File: src/rtl/sprite_list_dma.sv
// sprite_list_dma: copies the CPU sprite list from work RAM into sprite RAM,
// compacting enabled records to the front and padding the tail with off-screen records.
// Latency: 10 cycles per enabled record and 6 per disabled one, plus 4 cycles per pad record.
// Backpressure: only work-RAM reads stall (src_grant); sprite-RAM writes are never stalled.
module sprite_list_dma #(
  parameter int          N_SPR    = 256,
  parameter logic [11:0] SRC_BASE = 12'h000
) (
  input  logic        master_clk,
  input  logic        reset,
  input  logic        start,
  input  logic        src_grant,
  output logic        src_rd,
  output logic [11:0] src_addr,
  input  logic [7:0]  src_din,
  output logic        spr_wr,
  output logic [10:0] spr_addr,
  output logic [7:0]  spr_dout,
  output logic        busy,
  output logic        done,
  output logic [8:0]  spr_count
);

  typedef enum logic [2:0] {
    S_IDLE,
    S_READ,
    S_CHECK,
    S_WRITE,
    S_FILL,
    S_DONE
  } state_t;

  // Record and byte limits, widened so N_SPR itself is representable.
  localparam logic [9:0]  LAST_REC  = 10'(N_SPR - 1);
  localparam logic [9:0]  N_REC     = 10'(N_SPR);
  localparam logic [10:0] LAST_BYTE = 11'(N_SPR * 4 - 1);

  state_t          state_q;
  logic [9:0]      rec_q;        // source record index
  logic [2:0]      rd_idx_q;     // next byte to read in this record; 4 = all reads issued
  logic            cap_vld_q;    // a read was issued last cycle, its data is on src_din now
  logic [1:0]      cap_idx_q;    // staging slot for that data
  logic [3:0][7:0] stage_q;      // staged record bytes 0..3
  logic [1:0]      wb_q;         // byte being written during WRITE

  logic [11:0]     src_addr_q;
  logic            spr_wr_q;
  logic [10:0]     spr_addr_q;
  logic [7:0]      spr_dout_q;
  logic            busy_q;
  logic            done_q;
  logic [8:0]      spr_count_q;

  logic            rd_issue;
  logic [9:0]      count_inc_d;

  // Pad record bytes {00, 00, F0, 00}: VPOS F0 sits below the visible area.
  function automatic logic [7:0] pad_byte(input logic [1:0] b);
    return (b == 2'd2) ? 8'hF0 : 8'h00;
  endfunction

  // The read strobe must follow the arbiter's same-cycle permission, so it is
  // gated combinationally; the address itself is registered and holds while stalled.
  assign rd_issue    = (state_q == S_READ) && !rd_idx_q[2] && src_grant;
  assign count_inc_d = {1'b0, spr_count_q} + 10'd1;

  assign src_rd    = rd_issue;
  assign src_addr  = src_addr_q;
  assign spr_wr    = spr_wr_q;
  assign spr_addr  = spr_addr_q;
  assign spr_dout  = spr_dout_q;
  assign busy      = busy_q;
  assign done      = done_q;
  assign spr_count = spr_count_q;

  // Copy sequencer: all state and registered outputs advance together here.
  always_ff @(posedge master_clk) begin
    if (reset) begin
      state_q     <= S_IDLE;
      rec_q       <= '0;
      rd_idx_q    <= '0;
      cap_vld_q   <= 1'b0;
      cap_idx_q   <= '0;
      stage_q     <= '0;
      wb_q        <= '0;
      src_addr_q  <= '0;
      spr_wr_q    <= 1'b0;
      spr_addr_q  <= '0;
      spr_dout_q  <= '0;
      busy_q      <= 1'b0;
      done_q      <= 1'b0;
      spr_count_q <= '0;
    end else begin
      done_q <= 1'b0;
      case (state_q)
        S_IDLE: begin
          if (start) begin
            state_q     <= S_READ;
            rec_q       <= '0;
            spr_count_q <= '0;
            busy_q      <= 1'b1;
            rd_idx_q    <= '0;
            cap_vld_q   <= 1'b0;
            src_addr_q  <= SRC_BASE;
          end
        end

        S_READ: begin
          // The address simply walks forward; after byte 3 it already points
          // at the next record, whether or not this one is kept.
          if (rd_issue) begin
            src_addr_q <= src_addr_q + 12'd1;
            rd_idx_q   <= rd_idx_q + 3'd1;
          end
          cap_vld_q <= rd_issue;
          cap_idx_q <= rd_idx_q[1:0];
          if (cap_vld_q) begin
            stage_q[cap_idx_q] <= src_din;
            if (cap_idx_q == 2'd3) begin
              state_q <= S_CHECK;
            end
          end
        end

        S_CHECK: begin
          if (stage_q[1][5]) begin
            // Disabled record: nothing written, move on.
            rec_q <= rec_q + 10'd1;
            if (rec_q == LAST_REC) begin
              if ({1'b0, spr_count_q} == N_REC) begin
                state_q <= S_DONE;
                done_q  <= 1'b1;
                busy_q  <= 1'b0;
              end else begin
                state_q    <= S_FILL;
                spr_wr_q   <= 1'b1;
                spr_addr_q <= {spr_count_q, 2'b00};
                spr_dout_q <= pad_byte(2'd0);
              end
            end else begin
              state_q  <= S_READ;
              rd_idx_q <= '0;
            end
          end else begin
            // Present byte 0 of the record in the first WRITE cycle.
            state_q    <= S_WRITE;
            wb_q       <= '0;
            spr_wr_q   <= 1'b1;
            spr_addr_q <= {spr_count_q, 2'b00};
            spr_dout_q <= stage_q[0];
          end
        end

        S_WRITE: begin
          if (wb_q == 2'd3) begin
            spr_count_q <= spr_count_q + 9'd1;
            rec_q       <= rec_q + 10'd1;
            if (rec_q == LAST_REC) begin
              if (count_inc_d == N_REC) begin
                state_q  <= S_DONE;
                done_q   <= 1'b1;
                busy_q   <= 1'b0;
                spr_wr_q <= 1'b0;
              end else begin
                // Fill starts right after the last record byte, no gap cycle.
                state_q    <= S_FILL;
                spr_addr_q <= spr_addr_q + 11'd1;
                spr_dout_q <= pad_byte(2'd0);
              end
            end else begin
              state_q  <= S_READ;
              rd_idx_q <= '0;
              spr_wr_q <= 1'b0;
            end
          end else begin
            wb_q       <= wb_q + 2'd1;
            spr_addr_q <= spr_addr_q + 11'd1;
            spr_dout_q <= stage_q[wb_q + 2'd1];
          end
        end

        S_FILL: begin
          if (spr_addr_q == LAST_BYTE) begin
            state_q  <= S_DONE;
            done_q   <= 1'b1;
            busy_q   <= 1'b0;
            spr_wr_q <= 1'b0;
          end else begin
            spr_addr_q <= spr_addr_q + 11'd1;
            spr_dout_q <= pad_byte(spr_addr_q[1:0] + 2'd1);
          end
        end

        S_DONE: begin
          // start is deliberately not looked at here.
          state_q <= S_IDLE;
        end

        default: begin
          state_q <= S_IDLE;
          busy_q  <= 1'b0;
        end
      endcase
    end
  end

endmodule
File: config.mk
export PLATFORM = sky130hd
export DESIGN_NAME = sprite_list_dma
export DESIGN_NICKNAME = d
export VERILOG_FILES = /design/src/rtl/sprite_list_dma.sv
export SDC_FILE = /design/constraint.sdc
export NUM_CORES = 1
export LEC_CHECK = 0
export BUFFER_PORTS_ARGS = -buffer_cell sky130_fd_sc_hd__buf_2
export CORE_MARGIN = 3
export CORE_UTILIZATION = 25
export CTS_BUF_LIST = sky130_fd_sc_hd__clkbuf_8
export CTS_CLUSTER_DIAMETER = 50
export CTS_CLUSTER_SIZE = 40
export DETAILED_ROUTE_END_ITERATION = 8
export GPL_ROUTABILITY_DRIVEN = 0
export GPL_TIMING_DRIVEN = 0
export HOLD_SLACK_MARGIN = 0.06
export SLEW_MARGIN = 0
export SYNTH_ARGS = -nofsm -noshare
export SYNTH_HDL_FRONTEND = slang
export SYNTH_SLANG_ARGS = --single-unit
File: constraint.sdc
create_clock -name master_clk -period 2.9 [get_ports master_clk]
set_clock_uncertainty 0.2 [all_clocks]
set_input_delay 0.58 -clock master_clk [delete_from_list [all_inputs] [get_ports master_clk]]
set_output_delay 0.58 -clock master_clk [all_outputs]
set_load 0.1 [all_outputs]
=== Word-level counts from Yosys, hierarchy flattened ===
Index checks and enable logic that the tools add are counted.

* Flip-flop bits (word level): 96
* Input bits: 12

* Reduce and logical (&&, ||, !) cells: 23
* Bitwise operators: 1
* Mux-type cells: 77
* Add/sub/neg operators: 8
* $lt $le $gt $ge: 3
* Eq/ne operators: 31

{| class="wikitable"
|+ Operators by type and width
! cell !! number
|-
| $mux 8 || 10
|-
| $mux 11 || 7
|-
| $mux 3 || 13
|-
| $pmux 11 s3 || 1
|-
| $bwmux 32 || 1
|-
| $mux 10 || 3
|-
| $pmux 10 s3 || 1
|-
| $ne 2x2->1 const B || 13
|-
| $mux 12 || 2
|-
| $pmux 12 s2 || 1
|-
| $pmux 8 s3 || 1
|-
| $mux 1 || 23
|-
| $mux 9 || 2
|-
| $pmux 9 s2 || 1
|-
| $bmux 8 s2 || 1
|-
| $demux 8 s2 || 1
|-
| $ne 3x3->1 const B || 5
|-
| $pmux 3 s5 || 1
|-
| $add 12x1->12 const B || 1
|-
| $pmux 3 s4 || 1
|-
| $reduce_and 6->1 || 2
|-
| $add 11x1->11 const B || 1
|-
| $eq 11x10->1 const B || 1
|-
| $add 10x1->10 const B || 1
|-
| 32 further kinds || 49
|}

=== Logic depth before layout (Yosys ltp) ===
Gate-level depths: netlist of the first run.

* Depth after elaboration: 6
* Gate-level depth with buffers: 10
* Mapped depth without buffers: 7

=== Worst setup path before layout of the first run ===
Ideal clock, no wire load.

* Path kind: reg2reg
* From: register spr_addr_q[0], in the netlist spr_addr[0]
* To: register spr_addr_q[0], in the netlist spr_addr[0]
* Data arrival time: 3000 ps
* Buffers on the path: 2
* Data required time: 2579 ps
* Stages on the path, launching flop included: 10
* Path slack: -421 ps
* Path through: dfxtp_1 ha_1 and3_1 nand4_1 or4_1 buf_2 nand2_2 a21o_1 buf_6 mux2_2

* Longest elaborated chain between the ends: 5
* Elaborated cells on any way between the ends: 9
* Classes of those cells: add/sub (1); eq/ne (2); mux (5); reduce/logical (1)

{| class="wikitable"
|+ Ends and longest elaborated chain
! element !! RTL line !! text
|-
| start: declaration || 48 || <nowiki>logic [10:0] spr_addr_q;</nowiki>
|-
| start signal: assignment || 137 || <nowiki>spr_addr_q <= {spr_count_q, 2'b00};</nowiki>
|-
| start signal: assignment || 149 || <nowiki>spr_addr_q <= {spr_count_q, 2'b00};</nowiki>
|-
| start signal: assignment || 167 || <nowiki>spr_addr_q <= spr_addr_q + 11'd1;</nowiki>
|-
| $add 11x1->11 || 167, 177, 189 ||
|-
| $mux 11 || 159 || <nowiki>if (count_inc_d == N_REC) begin</nowiki>
|-
| $mux 11 || 158 || <nowiki>if (rec_q == LAST_REC) begin</nowiki>
|-
| $mux 11 || 155 || <nowiki>if (wb_q == 2'd3) begin</nowiki>
|-
| $pmux 11 s3 || 95 || <nowiki>case (state_q)</nowiki>
|}

Parallel ways exist; a longest one is shown, timed or not. The select of a mux whose other input is x is not followed.
A chain may end at the register's enable or synchronous reset.

=== Worst setup path after layout of the first run ===
* From: register state_q[0]
* To: register stage_q[31] (netlist bit)

* Longest elaborated chain between the ends: 2

{| class="wikitable"
|+ Ends and longest elaborated chain
! element !! RTL line !! text
|-
| start: declaration || 38 || <nowiki>state_t state_q;</nowiki>
|-
| start signal: assignment || 79 || <nowiki>state_q <= S_IDLE;</nowiki>
|-
| start signal: assignment || 98 || <nowiki>state_q <= S_READ;</nowiki>
|-
| start signal: assignment || 120 || <nowiki>state_q <= S_CHECK;</nowiki>
|-
| $eq 3x1->1 || 95 ||
|-
| $reduce_and 2->1 (no source line) || - ||
|-
| end signal: indexed assignment || 118 || <nowiki>stage_q[cap_idx_q] <= src_din;</nowiki>
|-
| end: declaration || 43 || <nowiki>logic [3:0][7:0] stage_q;</nowiki>
|}

No other way between the ends.

==> summary.md, run 1 <==
| Metric | Value |
|---|---|
| CTS H-tree lvls | 3 |
| EDFF count, synth | 0 |
| Main flop type after synthesis | dfxtp_1 |
| Register area share after synthesis | 38.0% |
| DRT antenna net count | 0 |
| Clock slew at reported path FFs | 0.11 ns |
| Final Cycle Share | 96.8% |
| Port Buf Inserts | 55 |
| DR WL/cell | 15.3 um |
| Core area | 19,700 um^2 |
| Avg Cell Area, Syn | 8.57 um^2 |
| Worst reg2reg path depth | 6 |
| Asr flop ratio synth | 0% |
| DIE WIDTH | 148 um |
| DR vias/cell | 5.00 |
| Layout cells sized above 1 | 20.2% |
| Place WS | -0.244 ns |
| Util after Layout | 30.6% |
| Vias in the first global route | 4,321 |
| Max clock buf depth | 2 |
| PwrDens | 415 nW/um^2 |
| Max Fclk | 356 MHz |
| Transition time at the pin with the least slew margin | 1.01 ns |
| Initial antenna violation count | 0 |
| Setup WS post-layout | 0.0935 ns |
| Total GRT Usage | 12.9% |
| Peak supply drop | 0.000255 V |
| Worst Path Arrival | 2.85 ns |
| Syn Nets | 610 |
| Worst hold path depth | 2 |
| Syn Inst Count | 590 |
| CTS Root Cell | clkbuf_8 |
| Via count | 4,657 |
| Clock latency on the worst-skew pair | 0.38 ns |
| Hold_ws | 0.255 ns |
| Total Neg Setup Slack | 0 ns |
| Status | finished, final reports clean |
| Startpoint Class | flop |
| Die Span Y | 148 um |
| Launching point of the worst reg2reg path | state_q[0] |
| Fill cells | 2,131 |
| DP HPWL | 10.1 mm |
| Post-layout min period | 2.81 ns |
| Kind of critical path | flop to flop |
| Maximum fanout along the worst path | 10 |
| Hold Path Origin | spr_wr |
| Largest net degree at the start of global routing | 18 |
| R2r endpoint | stage_q[31] |
| Clk sinks | 96 |
| Cts bufs inserted | 9 |
| Number of diodes | 0 |
| Post-synth cell types | 62 |
| Setup violations, final | 0 |
| Reg2reg setup slack | 0.09 ns |
| Most frequent cells in the layout | 81 x nor2_1, 81 x dfxtp_1, 59 x buf_2 |
| Leakage | 2.26 nW |
| Die area | 22,000 um^2 |
| DRT Wirelength | 14.2 mm |
| Max-slew violation count | 0 |
| Final-stage net count | 682 |
| Post-layout power | 2.50 mW |
| Synth Warn # | 0 |
| TritonRoute pass-1 iters | 5 |
| First-pass GRT wire length | 23.2 mm |
| Synthesis-to-layout area growth | 18.9% |
| Grt total ovfl | 0 |
| Mapped cell area | 5060 um^2 |
| Relative slew margins | 32.6% |
| IO Count | 56 |
| Hold EP | spr_wr |
| Final Hold Violating Endpoints | 0 |
| Hold Crit Class | flop to flop |
| Iter 0 DRT Violations | 321 |
| Initial Util | 25.7% |
| Max-cap viol count | 0 |
| Drc violations | 0 |
| Core Rows | 51 |
| Yosys reg bits | 96 |
| CTS tree | done |
| CP Capture Type | flop |
| Critical Path RT | 2.94 ns |
| CTS Hold Bufs | 0 |
| RSZ-0062 raised after global routing | yes |
## cell type report
class                      instances  area (um^2)  share of cell area (%)
multi-input combinational        444         2970                    49.3
sequential                        96         1950                    32.4
tap                              265          332                    5.51
timing repair buffer              62          330                    5.49
buffer                            38          170                    2.83
clock buffer                       9          124                    2.06
clock inverter                     7          104                    1.73
inverter                          11         41.3                   0.686
## critical path: stages, from the launching register on
cell     delay, ns
dfxtp_1       0.36
buf_2         0.23
buf_1         0.42
nand2_1       0.27
nor3_2        0.85
mux2i_1       0.28
nor2_1        0.05
## worst max-delay path by stage
stage / from / endpoint / slack (ns)
after floorplan: spr_count[7] / spr_dout[0] / 0.03
after global placement: state_q[0] / src_rd / -0.28
after detailed placement: state_q[0] / src_rd / -0.24
after CTS: state_q[1] / spr_addr[3] / 0.003
after global routing: state_q[0] / stage_q[22] / -0.08
final: state_q[0] / stage_q[31] / 0.09
## timing repair
action / CTS / global route
buffers inserted: 1 / 6
pin swaps: 1 / 2
hold endpoints to repair: 0 / 0
resized for setup: 4 / 7
setup endpoints to repair: 7 / 37
## report_power, final
group | leakage (nW) | internal [mW] | switching [mW] | total (mW)
Clock | 0.108 | 0.496 | 0.526 | 1.02
Sequential | 0.782 | 1.32 | 0.00527 | 1.33
Combinational | 1.37 | 0.0378 | 0.111 | 0.149
## sequential cells by signal, indices dropped and copies added, names as in the netlist, 3 cells and up
name and flops:
rd_idx_q 3, rec_q 10, spr_addr 11, spr_count 9, spr_dout 8, src_addr 12, stage_q 32, state_q 3
## cells in the mapped netlist, drive strengths merged (3+ instances only)
cell     instances  area share, %
o21a             5           0.74
and3            10            1.2
and2             7           0.87
a211oi           4           0.59
xnor2            3           0.52
mux2i           36            7.1
mux4             8            3.6
nor4             5           0.62
nand2           40            3.0
a22oi           11            1.6
or4              3           0.45
nand3b           3           0.45
mux2            11            2.5
o32ai            6            1.0
a31oi            6           0.74
nand2b           6           0.74
nor2            82            6.1
nand3           24            2.4
o21ai           17            1.8
nor3            16            1.8
ha               8            2.0
a21oi           50            4.9
nand4b           5           0.87
or3              6           0.74
o211ai           5           0.74
buf             10            1.2
nand4           14            1.7
o221ai           3           0.52
nor2b           11            1.4
xor2            12            2.1
o2111ai          4           0.69
dfxtp           96             38
clkbuf          29            2.2
inv             11           0.82
## logic make-up (layout without fill, tap and decap cells)
| kind of cell | count (synthesis) | after routing | synth area share (%) |
|---|---|---|---|
| DFF | 96 | 96 | 38.0 |
| adders and majority gates | 8 | 8 | 1.98 |
| xor gates and xnor gates | 15 | 15 | 2.60 |
| buffers and inverters | 50 | 127 | 4.23 |
| AOI/OAI and AO/OA | 123 | 123 | 15.6 |
| and+or+nand+nor | 243 | 243 | 24.3 |
| muxes | 55 | 55 | 13.2 |
## stage by stage
step / cells / area (um^2)
after global placement: 910 / 5690
final: 932 / 6010
after detailed placement: 910 / 5690
after global routing: 932 / 6010
after floorplan: 590 / 5080
after CTS: 927 / 5950
## routing by layer
layer  share of wire [%]  track usage, %
met1                  49            18.4
met2                  45            19.6
met3                 4.6            2.25
met4                 1.6            4.76
met5                   0               0
No activity file was read; power rests on OpenSTA's default activity.
==> inputs of run 2 (changes only) <==
==> constraint.sdc (replaced) <==
create_clock -name master_clk -period 2.9 [get_ports master_clk]
set_clock_uncertainty 0.2 [all_clocks]
set_input_delay 0.435 -clock master_clk [delete_from_list [all_inputs] [get_ports master_clk]]
set_output_delay 0.435 -clock master_clk [all_outputs]
set_load 0.1 [all_outputs]
==> run 2 against run 1 <==
Compared with the run above: non-clock buffer count decreased by 2; first-iteration DRC count fell by 0.93%; register-to-register slack better by 0.02 ns; clock-buffer cell count stayed put; cell count down 0.21%; largest cell class unchanged; largest power group unchanged; highest routed layer unchanged.
==> summary.md, run 2 (synthesis results as in run 1) <==
| Metric | Value |
|---|---|
| TritonRoute pass-1 iters | 5 (unchanged) |
| CTS Hold Bufs | 0 (unchanged) |
| Post-layout power | 2.49 mW (-0.16%) |
| Slowest-stage cell, CP | nor3_2 |
| IO Count | 56 (unchanged) |
| Initial antenna violation count | 0 (unchanged) |
| Kind of critical path | flop to flop |
| Critical Path RT | 2.94 ns (about the same) |
| Final-stage net count | 680 (-0.29%) |
| Initial Util | 25.7% (unchanged) |
| Final Hold Violating Endpoints | 0 (unchanged) |
| Place WS | -0.0989 ns (+0.145 ns) |
| Peak supply drop | 0.000255 V (about the same) |
| Util after Layout | 30.5% (-0.076 points) |
| Setup WS post-layout | 0.110 ns (+0.0164 ns) |
| Die Span Y | 148 um (unchanged) |
| Via count | 4,633 (-0.52%) |
| Leakage | 2.25 nW (-0.46%) |
| Drc violations | 0 (unchanged) |
| Largest net degree at the start of global routing | 18 (unchanged) |
| WP buf/inv | 2 (unchanged) |
| Fin area | 6000 um^2 (-0.25%) |
| DP HPWL | 10.1 mm (unchanged) |
| Crit path max-delay family | simple AND/OR/NAND/NOR gates |
| CP peak stage delay | 0.84 ns (about the same) |
| Crit path cell chain | buf_2 > buf_1 > nand2_1 > nor3_2 > mux2i_1 > nor2_1 |
| First-pass GRT wire length | 23.2 mm (unchanged) |
| Placed cells | 910 (unchanged) |
| Top reg by flops | stage_q |
| Max-slew violation count | 0 (unchanged) |
| Startpoint Class | flop |
| Clock latency on the worst-skew pair | 0.38 ns (about the same) |
| Synthesis-to-layout area growth | 18.6% |
| Core Rows | 51 (unchanged) |
| CTS H-tree lvls | 3 (unchanged) |
| Post-Layout Cell Count | 930 (-0.21%) |
| DR vias/cell | 4.98 (-0.30%) |
| Hold Crit Class | input port to flop |
| Clk sinks | 96 (unchanged) |
| DRT Wirelength | 14.2 mm (-0.49%) |
| Number of diodes | 0 (unchanged) |
| DR WL/cell | 15.2 um (-0.28%) |
| CP Capture Type | flop |
| Worst Path Arrival | 2.83 ns (-0.02 ns) |
| Placed Area | 5690 um^2 (unchanged) |
| CTS Root Cell | clkbuf_8 |
| Iter 0 DRT Violations | 318 (-0.93%) |
| Max reg flops | 32 (unchanged) |
| Clock slew at reported path FFs | 0.11 ns (about the same) |
| PwrDens | 416 nW/um^2 (about the same) |
| Relative slew margins | 33.6% (+1.1 points) |
| Die area | 22,000 um^2 (unchanged) |
| Most frequent cells in the layout | 81 x nor2_1, 81 x dfxtp_1, 59 x buf_2 |
| Core area | 19,700 um^2 (unchanged) |
| Layout cells sized above 1 | 20.0% (-0.24 points) |
| Total GRT Usage | 12.9% (unchanged) |
| RSZ-0062 raised after global routing | yes |
| Post-layout min period | 2.79 ns (-0.0164 ns) |
| Transition time at the pin with the least slew margin | 0.990 ns (-0.0158 ns) |
| Port Buf Inserts | 55 (unchanged) |
| Max clock buf depth | 2 (unchanged) |
| Cts bufs inserted | 9 (unchanged) |
| Vias in the first global route | 4,321 (unchanged) |
| DRT antenna net count | 0 (unchanged) |
| Max Fclk | 358 MHz (+0.59%) |
| CTS tree | done |
| Maximum fanout along the worst path | 10 (unchanged) |
| Grt total ovfl | 0 (unchanged) |
| Max-cap viol count | 0 (unchanged) |
| Status | finished, final reports clean |
| DIE WIDTH | 148 um (unchanged) |
| Final Cycle Share | 96.2% (-0.57 points) |
| Setup violations, final | 0 (unchanged) |
-- run 2: area by class of cell --
| cell class | count | area [um^2] |
|---|---|---|
| multi-input cells | 444 | 2970 |
| plain buffers | 38 | 170 |
| repair buffers | 60 | 315 |
| well taps | 265 | 332 |
| fillers | 2131 | 13700 |
| clock buffers | 9 | 124 |
| inverters | 11 | 41.3 |
| flip-flops and latches | 96 | 1950 |
| clock inverters | 7 | 104 |
-- run 2: worst paths after layout --
kind,depth (start not counted),to,startpoint,slack (ns)
max,6,stage_q[31],state_q[0],0.11
min,3,stage_q[15],src_din[7],0.14
max reg2reg,6,stage_q[31],state_q[0],0.11
min reg2reg,2,spr_wr,spr_wr,0.25
-- run 2: timing repair --
action / CTS / global route
setup buffers: 1 / 4
setup endpoints to repair: 7 / 36
pin swaps: 1 / 1
gates resized for setup: 4 / 7
-- run 2: worst register-to-register path, delay by kind of cell, from the launching register on --
kind | cells | cell delay (ns)
multiplexers | 1 | 0.28
buffers and inverters | 2 | 0.65
flip-flops | 1 | 0.36
AND/OR/NAND/NOR | 3 | 1.17
-- run 2: layer usage --
metal	GRT usage, %	share of wire (%)	vias up
met2	19.6	45	134
met4	4.76	1.7	0
met1	18.4	48	2191
li1	-	-	2288
met3	2.25	5.2	20
met5	0	0	-
-- run 2: through the flow --
step	hold slack [ns]	setup TNS (ns)
2_1_floorplan	0.248	0
3_3_place_gp	0.246	-0.131
3_5_place_dp	0.243	-0.0989
4_1_cts	0.123	0
5_1_grt	0.149	-0.945
6_report	0.143	0
-- run 2: power breakdown --
part / switching [mW] / internal [mW]
logic: 0.110 / 0.0352
registers: 0.00530 / 1.32
clock network: 0.525 / 0.496
==> inputs of run 3 (changes only) <==
clock period = 3.3 ns   (was 2.9 ns; I/O delays follow)
==> run 3 against run 2 <==
Compared with the run above: sequential power shrank 12%; hold slack improved by 0.049 ns; global-route usage shrank 0.25 points; design area decreased by 2.4%; critical endpoint is now src_rd; cell count down 0.54%; die area stayed put.
==> summary.md, run 3 (synthesis results as in run 1) <==
| Metric | Value |
|---|---|
| CTS Root Cell | clkbuf_8 |
| Setup WS post-layout | 0.271 ns (+0.161 ns) |
| Fill cells | 2,143 (+0.56%) |
| CTS tree | done |
| Final Cycle Share | 91.8% |
| Hold EP | stage_q[6] |
| Port Buf Inserts | 55 (unchanged) |
| Core area | 19,700 um^2 (unchanged) |
| First-pass GRT wire length | 22.6 mm (-2.2%) |
| Max reg flops | 32 (unchanged) |
| Peak supply drop | 0.000181 V (-29%) |
| Place WS | 0.297 ns (+0.396 ns) |
| PwrDens | 348 nW/um^2 (-16%) |
| Max-slew violation count | 0 (unchanged) |
| Most frequent cells in the layout | 94 x dfxtp_1, 82 x nor2_1, 60 x buf_2 |
| Maximum fanout along the worst path | 10 (unchanged) |
| DR vias/cell | 4.96 (-0.44%) |
| TritonRoute pass-1 iters | 4 (-1) |
| Kind of critical path | flop to output port |
| Clock slew at reported path FFs | 0.09 ns (-0.02 ns) |
| Cts bufs inserted | 9 (unchanged) |
| CTS H-tree lvls | 3 (unchanged) |
| DIE WIDTH | 148 um (unchanged) |
| Commonest non-fill, non-tap cell in the layout | dfxtp_1 |
| DR WL/cell | 15.0 um (-1.4%) |
| Vias in the first global route | 4,226 (-2.2%) |
| Worst hold path depth | 3 (unchanged) |
| DRT Wirelength | 13.9 mm (-2.0%) |
| Startpoint Class | flop |
| RSZ-0062 raised after global routing | no |
| Worst reg2reg path depth | 9 (+3) |
| Die Span Y | 148 um (unchanged) |
| Final-stage net count | 676 (-0.59%) |
| R2r endpoint | spr_dout[6] |
| Max clock buf depth | 2 (unchanged) |
| Worst Path Arrival | 2.33 ns (-0.50 ns) |
| Hold Crit Class | input port to flop |
| Clock latency on the worst-skew pair | 0.38 ns (about the same) |
| Hold Path Origin | src_din[6] |
| IO Count | 56 (unchanged) |
| Via count | 4,588 (-0.97%) |
| Iter 0 DRT Violations | 433 (+36%) |
| Total GRT Usage | 12.7% (-0.25 points) |
| Status | finished, final reports clean |
| Synthesis-to-layout area growth | 15.8% |
| Initial Util | 25.7% (unchanged) |
| Top reg by flops | stage_q |
| Post-layout min period | 3.03 ns |
| Post-CTS setup buffer count | 0 (-1) |
| Final Hold Violating Endpoints | 0 (unchanged) |
| Layout cells sized above 1 | 16.5% (-3.5 points) |
| Transition time at the pin with the least slew margin | 1.33 ns (+0.337 ns) |
| Critical Path RT | 2.60 ns (-0.34 ns) |
| Reg2reg setup slack | 0.30 ns (+0.19 ns) |
| Core Rows | 51 (unchanged) |
| Leakage | 2.19 nW (-2.5%) |
| Number of diodes | 0 (unchanged) |
| Relative slew margins | 10.8% (-23 points) |
| Post-layout power | 2.04 mW (-18%) |
| Drc violations | 0 (unchanged) |
| Fin area | 5850 um^2 (-2.4%) |
| Clk sinks | 96 (unchanged) |
| Max Fclk | 330 MHz |
| Util after Layout | 29.8% (-0.74 points) |
| Initial antenna violation count | 0 (unchanged) |
| Die area | 22,000 um^2 (unchanged) |
| DP HPWL | 10.1 mm (about the same) |
| Total Neg Setup Slack | 0 ns (unchanged) |
| Setup violations, final | 0 (unchanged) |
| Grt total ovfl | 0 (unchanged) |
| Placed Area | 5670 um^2 (-0.42%) |
| Launching point of the worst reg2reg path | spr_count[1] |
| DRT antenna net count | 0 (unchanged) |
| Largest net degree at the start of global routing | 17 (-1) |
| CP Capture Type | output port |
| Max-cap viol count | 0 (unchanged) |
run 3: cell count changes in the layout (fill, tap and decap cells not counted), sizes merged:
cell      before  now
buf           70   65
bufinv         2    0
clkbuf        37   39
clkinvlp       2    1
inv           13   14
run 3: final cells by class:
| class | instances | area [um^2] | share of cell area [%] |
|---|---|---|---|
| plain buffers | 39 | 173 | 2.95 |
| clock buffers | 10 | 138 | 2.35 |
| clock inverters | 5 | 38.8 | 0.663 |
| inverters | 11 | 41.3 | 0.705 |
| multi-input cells | 444 | 2930 | 50.1 |
| flip-flops and latches | 96 | 1920 | 32.9 |
| well taps | 265 | 332 | 5.66 |
| repair buffers | 55 | 275 | 4.70 |
run 3: what timing repair did:
item | 4_1_cts | 5_1_grt
endpoints found under the setup margin | 1 | 1
gates resized for setup | 1 | 1
pin swaps | 0 | 0
hold buffers | 0 | 0
run 3: metrics by stage:
stage	instances	hold WS (ns)
floorplan	590	0.248
global placement	910	0.246
detailed placement	910	0.258
CTS	925	0.179
global route	925	0.183
finish	925	0.192
run 3: worst max-delay path by stage:
stage	end	startpoint
6_report	src_rd	state_q[0]
3_3_place_gp	src_rd	state_q[0]
5_1_grt	src_rd	state_q[0]
3_5_place_dp	src_rd	state_q[0]
4_1_cts	src_rd	state_q[0]
2_1_floorplan	spr_addr[0]	spr_count[0]
run 3: power by group:
| group | internal (mW) | switching [mW] | total (mW) | leakage (nW) |
|---|---|---|---|---|
| clock network | 0.298 | 0.446 | 0.744 | 0.0895 |
| logic | 0.0296 | 0.0940 | 0.124 | 1.33 |
| registers | 1.16 | 0.00541 | 1.17 | 0.775 |
| total | 1.49 | 0.546 | 2.04 | 2.19 |
run 3: metal layers:
layer  GRT usage (%)  vias to the layer above  wire, um
li1                -                     2269         -
met1            17.7                     2184      6560
met2            19.6                      122      6320
met3            3.32                       13       838
met4            3.23                        0       178
met5               0                        -         0
run 3: worst max-delay path, cell delays in order, from the launching register on:
cell and delay, ns:
dfxtp_1 0.35, buf_2 0.22, inv_1 0.17, nor3_4 0.34, nand3b_1 0.28, inv_1 0.14
buf_2 0.44
